$ cat src/rtl/sd_clk_gen.sv
// -----------------------------------------------------------------------------
// sd_clk_gen -- Avalon-MM slave that drives the SD_CLK pad.
//
// Two modes:
//   manual (CTRL.mode=0): out_port follows the LEVEL register (bit-bang).
//   auto   (CTRL.mode=1): a COUNT write emits COUNT clock pulses, each pulse
//                         being DIV+1 clk cycles low then DIV+1 cycles high.
//
// Register map (address):
//   0 LEVEL : bit0 manual level (read returns current out_port)
//   1 DIV   : half-period minus one, DIV_W bits, reset all ones
//   2 COUNT : write starts a burst, read returns remaining pulses
//   3 CTRL  : bit0 mode, bit1 idle_level, bit2 done (W1C), bit3 busy (RO),
//             bit4 irq_en (only when SD_CLK_GEN_IRQ_EN is defined)
//
// Ports:
//   clk, reset_n                  clock, asynchronous active-low reset
//   address/chipselect/write_n/read_n/writedata/readdata  Avalon-MM slave,
//                                 readdata combinational (read latency 0)
//   out_port                      registered SD clock pin
//   busy                          high while an auto burst runs
//   irq                           done & irq_en, registered
//                                 (port exists only with SD_CLK_GEN_IRQ_EN)
//
// Optional feature macro: SD_CLK_GEN_IRQ_EN
// -----------------------------------------------------------------------------
module sd_clk_gen #(
   parameter int DIV_W = 8,
   parameter int CNT_W = 16
) (
   input  logic        clk,
   input  logic        reset_n,
   input  logic [1:0]  address,
   input  logic        chipselect,
   input  logic        write_n,
   input  logic        read_n,
   input  logic [31:0] writedata,
   output logic [31:0] readdata,
   output logic        out_port,
   output logic        busy
`ifdef SD_CLK_GEN_IRQ_EN
   ,
   output logic        irq
`endif
);

   localparam logic [1:0] ADDR_LEVEL = 2'd0;
   localparam logic [1:0] ADDR_DIV   = 2'd1;
   localparam logic [1:0] ADDR_COUNT = 2'd2;
   localparam logic [1:0] ADDR_CTRL  = 2'd3;

   typedef enum logic [1:0] {
      ST_IDLE    = 2'd0,
      ST_PH_LOW  = 2'd1,
      ST_PH_HIGH = 2'd2
   } state_t;

   state_t             state_q, state_d;
   logic [DIV_W-1:0]   hc_q, hc_d;
   logic [DIV_W-1:0]   div_q, div_d;
   logic [CNT_W-1:0]   remaining_q, remaining_d;
   logic               level_q, level_d;
   logic               mode_q, mode_d;
   logic               idle_level_q, idle_level_d;
   logic               done_q, done_d;
   logic               out_q, out_d;
   logic               irq_en_bit;

   logic               wr_en;
   logic               rd_en;
   logic               ctrl_wr;
   logic               done_set;
   logic               start;
   logic               abort;

   // Only the low bits of writedata carry register fields.
   logic               unused_wd;
   assign unused_wd = ^writedata;

   assign wr_en   = chipselect & ~write_n;
   assign rd_en   = chipselect & ~read_n;
   assign ctrl_wr = wr_en && (address == ADDR_CTRL);

   // A burst starts only from IDLE, in auto mode, with a non-zero count.
   assign start = wr_en && (address == ADDR_COUNT) && mode_q &&
                  (state_q == ST_IDLE) && (writedata[CNT_W-1:0] != '0);

   // Dropping back to manual mode while a burst runs cancels it.
   assign abort = ctrl_wr && !writedata[0] && (state_q != ST_IDLE);

`ifdef SD_CLK_GEN_IRQ_EN
   logic irq_en_q, irq_en_d;
   logic irq_q, irq_d;

   always_comb begin
      irq_en_d = irq_en_q;
      if (ctrl_wr) begin
         irq_en_d = writedata[4];
      end
      irq_d = done_q & irq_en_q;
   end

   always_ff @(posedge clk or negedge reset_n) begin
      if (!reset_n) begin
         irq_en_q <= 1'b0;
         irq_q    <= 1'b0;
      end else begin
         irq_en_q <= irq_en_d;
         irq_q    <= irq_d;
      end
   end

   assign irq        = irq_q;
   assign irq_en_bit = irq_en_q;
`else
   assign irq_en_bit = 1'b0;
`endif

   // Register writes, FSM next state and the registered pin value.
   always_comb begin
      state_d      = state_q;
      hc_d         = hc_q;
      div_d        = div_q;
      remaining_d  = remaining_q;
      level_d      = level_q;
      mode_d       = mode_q;
      idle_level_d = idle_level_q;
      done_d       = done_q;
      done_set     = 1'b0;
      out_d        = out_q;

      if (wr_en && (address == ADDR_LEVEL)) begin
         level_d = writedata[0];
      end
      if (wr_en && (address == ADDR_DIV) && (state_q == ST_IDLE)) begin
         div_d = writedata[DIV_W-1:0];
      end
      if (ctrl_wr) begin
         mode_d       = writedata[0];
         idle_level_d = writedata[1];
      end

      unique case (state_q)
         ST_IDLE: begin
            if (start) begin
               state_d     = ST_PH_LOW;
               hc_d        = '0;
               remaining_d = writedata[CNT_W-1:0];
            end
         end
         ST_PH_LOW: begin
            if (hc_q == div_q) begin
               state_d = ST_PH_HIGH;
               hc_d    = '0;
            end else begin
               hc_d = hc_q + DIV_W'(1);
            end
         end
         ST_PH_HIGH: begin
            if (hc_q == div_q) begin
               hc_d        = '0;
               remaining_d = remaining_q - CNT_W'(1);
               if (remaining_q == CNT_W'(1)) begin
                  state_d  = ST_IDLE;
                  done_set = 1'b1;
               end else begin
                  state_d = ST_PH_LOW;
               end
            end else begin
               hc_d = hc_q + DIV_W'(1);
            end
         end
         default: begin
            state_d = ST_IDLE;
            hc_d    = '0;
         end
      endcase

      // Abort overrides the burst progress, including a completion that
      // happens to land on the same edge: an aborted burst never sets done.
      if (abort) begin
         state_d     = ST_IDLE;
         hc_d        = '0;
         remaining_d = '0;
         done_set    = 1'b0;
      end

      // A hardware set beats a simultaneous software clear.
      if (done_set) begin
         done_d = 1'b1;
      end else if (ctrl_wr && writedata[2]) begin
         done_d = 1'b0;
      end

      // The pin is decoded from next-state values so it changes exactly on
      // the same edge as the state, without any combinational path to the pad.
      unique case (state_d)
         ST_PH_LOW:  out_d = 1'b0;
         ST_PH_HIGH: out_d = 1'b1;
         default:    out_d = mode_d ? idle_level_d : level_d;
      endcase
   end

   always_ff @(posedge clk or negedge reset_n) begin
      if (!reset_n) begin
         state_q      <= ST_IDLE;
         hc_q         <= '0;
         div_q        <= '1;
         remaining_q  <= '0;
         level_q      <= 1'b0;
         mode_q       <= 1'b0;
         idle_level_q <= 1'b0;
         done_q       <= 1'b0;
         out_q        <= 1'b0;
      end else begin
         state_q      <= state_d;
         hc_q         <= hc_d;
         div_q        <= div_d;
         remaining_q  <= remaining_d;
         level_q      <= level_d;
         mode_q       <= mode_d;
         idle_level_q <= idle_level_d;
         done_q       <= done_d;
         out_q        <= out_d;
      end
   end

   assign out_port = out_q;
   assign busy     = (state_q != ST_IDLE);

   always_comb begin
      readdata = '0;
      if (rd_en) begin
         unique case (address)
            ADDR_LEVEL: readdata = {31'd0, out_q};
            ADDR_DIV:   readdata = 32'(div_q);
            ADDR_COUNT: readdata = 32'(remaining_q);
            ADDR_CTRL:  readdata = {27'd0, irq_en_bit, busy, done_q,
                                    idle_level_q, mode_q};
            default:    readdata = '0;
         endcase
      end
   end

endmodule

$ cat config.mk
export PLATFORM = sky130hd
export DESIGN_NAME = sd_clk_gen
export DESIGN_NICKNAME = d
export VERILOG_FILES = /design/src/rtl/sd_clk_gen.sv
export SDC_FILE = /design/constraint.sdc
export NUM_CORES = 1
export LEC_CHECK = 0
export BUFFER_PORTS_ARGS = -buffer_cell sky130_fd_sc_hd__buf_2
export CORE_MARGIN = 1.5
export CORE_UTILIZATION = 40
export DETAILED_ROUTE_END_ITERATION = 6
export SKIP_LAST_GASP = 1
export SLEW_MARGIN = 10
export SYNTH_ARGS = -nofsm -noshare
export SYNTH_HDL_FRONTEND = slang
export SYNTH_SLANG_ARGS = --single-unit
$ cat constraint.sdc
create_clock -name clk -period 3.5 [get_ports clk]
set_clock_uncertainty 0.15 [all_clocks]
set_input_delay 0.175 -clock clk [delete_from_list [all_inputs] [get_ports clk]]
set_output_delay 0.175 -clock clk [all_outputs]
set_load 0.02 [all_outputs]
==> run metrics <==
Avg Cell Area, Syn 9.12 um2; antenna cells 0; Top Ports 73; HP Class input pin to flip-flop; H-tree depth 2; total CTS buffers 5; first-pass GRT wire length 11600 um; # hold bufs at CTS 2; Arr. time, crit path 3250 ps; fin crit share 0.904; number of remaining DRC errors 0; Cell Chain, Critical Path inv_1, ha_1, nand4_1, o21a_1, nor4_2, a221o_2; final cell count without fillers about 440; drt pass-1 iters 4; number of global-route vias before repair between 2000 and 2500; crit path capture type flip-flop; worst-path fanout max 19; cell taking the most area after synthesis dfrtp_1; DIE WIDTH 87.3 um; leading register cell type out of synthesis dfrtp_1; CTS tree built; ys async rst share 1.00; post-DR wirelength/cell 15.9 um; slowest CP cell nor4_2; post_cts resized 0; post-route ant nets 0; mapped cell area 2850 um2; CP Launch Type flip-flop; Worst-Skew Late Latency 300 ps; sequential fraction of the synthesis area 0.347; GP Congestion 0.829; Root Driver clkbuf_8; worst-margin pin slew 1290 ps; library cells used by synthesis 61; vias per cell 5.54; Top delay family on crit path simple AND/OR/NAND/NOR gates; clock sinks 39; Power Density 788 nW/um2; RSZ-0062 raised after global routing false; Iter 0 DRT Violations roughly 100; Max Clock Freq 0.316 GHz; CP required 3590 ps; CTS clock-pin slew for the worst setup and hold paths 80 ps; Ys Warns 0; layout cell share with drive strength beyond 1 0.270; worst vdd ir 304 uV; initial antenna violation count 0; Seq cells post-synth 39; Max-Cap Viols 0; clk buf depth 2; drt total wl a little over 7000 um; DIE AREA 7630 um2; die height roughly 87 um; largest net degree at the start of global routing 40; Initial Utilization 0.416; Worst Path Class, Setup flip-flop to flip-flop; synthesized instance count 312; setup_tns 0 ps; largest cells by area after synthesis dfrtp_1 (27%), dfstp_2 (7.4%), mux2_2 (5.1%); Final Net Count roughly 390; Setup-failing EPs final 0; Final Slew Violations 0; number of flops mapped to enable cells by yosys 0; Max-slew headroom 0.135; detailed placement HPWL 5190 um; delay of the slowest cell on the worst path around 1200 ps; core area 6830 um2; status completed; Inst Count DP approximately 430; leakage power total 1.36 nW; area grow syn2layout 11.5%; GRT Total Usage 0.197; Hold Vio Cnt, Final 0; Vias 2458; WP buf/inv 1; Synth top area share 0.273; Final min period between 3000 and 4000 ps; grt ovf 0; IO buf count 40; # rows 30; # Post-CTS Setup Buffers 0
-- layout make-up --
cell class / count / area (um2)
clock inverters: 2 / 35.0
inverters: 14 / 52.6
well taps: 96 / 120
clock buffers: 6 / 82.6
repair buffers: 46 / 250
fillers: 696 / 3660
multi-input cells: 241 / 1650
flip-flops and latches: 39 / 986
-- per-stage QoR --
stage / total power, W / setup WS, ps / hold slack [ps] / utilization / cell area [um2]
6_report: 0.00250 / 335 / 17.1 / 0.464 / 3170
5_1_grt: 0.00270 / 122 / 17.7 / 0.464 / 3170
4_1_cts: 0.00251 / 329 / 4.10 / 0.464 / 3170
3_5_place_dp: 0.00210 / 346 / 219 / 0.444 / 3040
3_3_place_gp: 0.00208 / 455 / 217 / 0.444 / 3040
2_1_floorplan: 0.00183 / 942 / -271 / - / 2900
-- flip-flops by register name, indices dropped and copies added, names as in the netlist --
signal        flops
hc_q              8
out_port          1
level_q           1
done_q            1
mode_q            1
remaining_q      16
div_q             8
idle_level_q      1
state_q           2
-- layer usage --
metal / up-vias / track usage / share of wire / wire [um]
li1: 1189 / - / - / -
met1: 1195 / 0.273 / 0.47 / 3300
met2: 66 / 0.318 / 0.46 / 3270
met3: 8 / 0.0370 / 0.057 / 406
met4: 0 / 0.0476 / 0.012 / 85
met5: - / 0 / 0 / 0
-- synthesized netlist by cell type (all sizes together) (2+ instances only) --
cell,number
a22o,5
and4,2
mux2,13
nand3,7
nand2,23
a22oi,6
nor4b,2
dfrtp,31
or3,10
o31ai,6
buf,23
o22ai,2
nor4,8
or2,3
mux2i,4
dfstp,8
a21oi,10
nor3,9
nor3b,4
inv,14
nand4b,3
ha,8
and2,8
or4,3
nor2b,4
nor2,20
xor2,9
o21ai,23
clkbuf,10
nand4,5
a31oi,3
o211ai,4
a221o,6
-- cells by family after synthesis --
logic type,share of synthesized area
AOI/OAI and AO/OA,0.188
xor gates and xnor gates,0.0277
adders and majority gates,0.0352
buffers and inverters,0.0945
DFF,0.347
muxes,0.0734
other,0.00132
and+or+nand+nor,0.234
-- report_power, final --
part	switching, W	total (W)	internal (W)	leakage (nW)
registers	0.000221	0.000883	0.000662	0.482
clock network	0.000164	0.000395	0.000231	0.0612
logic	0.000702	0.00122	0.000519	0.820
total	0.00109	0.00250	0.00141	1.36
-- worst register-to-register path, delay by kind of cell (launching register included) --
family                     cells  cell delay, ps
and+or+nand+nor                2            1330
DFF                            1             420
adders and majority gates      1             370
AOI/OAI and AO/OA              2             740
buffers and inverters          1             110
-- layout by cell type (no fill, tap or decap), types with 10 or more instances in the layout --
cell,Yosys,final
buf_2,2,40
o21ai_0,22,22
inv_1,14,14
conb_1,1,16
dfrtp_1,31,31
nor2_1,19,19
or3_1,10,10
mux2_2,13,13
nand2_1,23,23
-- final timing paths --
check                                     start                     endpoint  slack, ps  cells after the start
setup reg to reg           state_q[1]$_DFF_PN0_  remaining_q[10]$_DFFE_PN0P_        330                      6
hold / removal                     writedata[3]         div_q[3]$_DFFE_PN1P_         20                      2
max in group asynchronous               reset_n         state_q[1]$_DFF_PN0_       2250                      2
min in group asynchronous               reset_n            level_q$_DFF_PN0_        390                      2
setup / recovery           state_q[1]$_DFF_PN0_  remaining_q[10]$_DFFE_PN0P_        330                      6
hold reg to reg            div_q[5]$_DFFE_PN1P_         div_q[5]$_DFFE_PN1P_        360                      2
(Power assumes the default switching activity.)
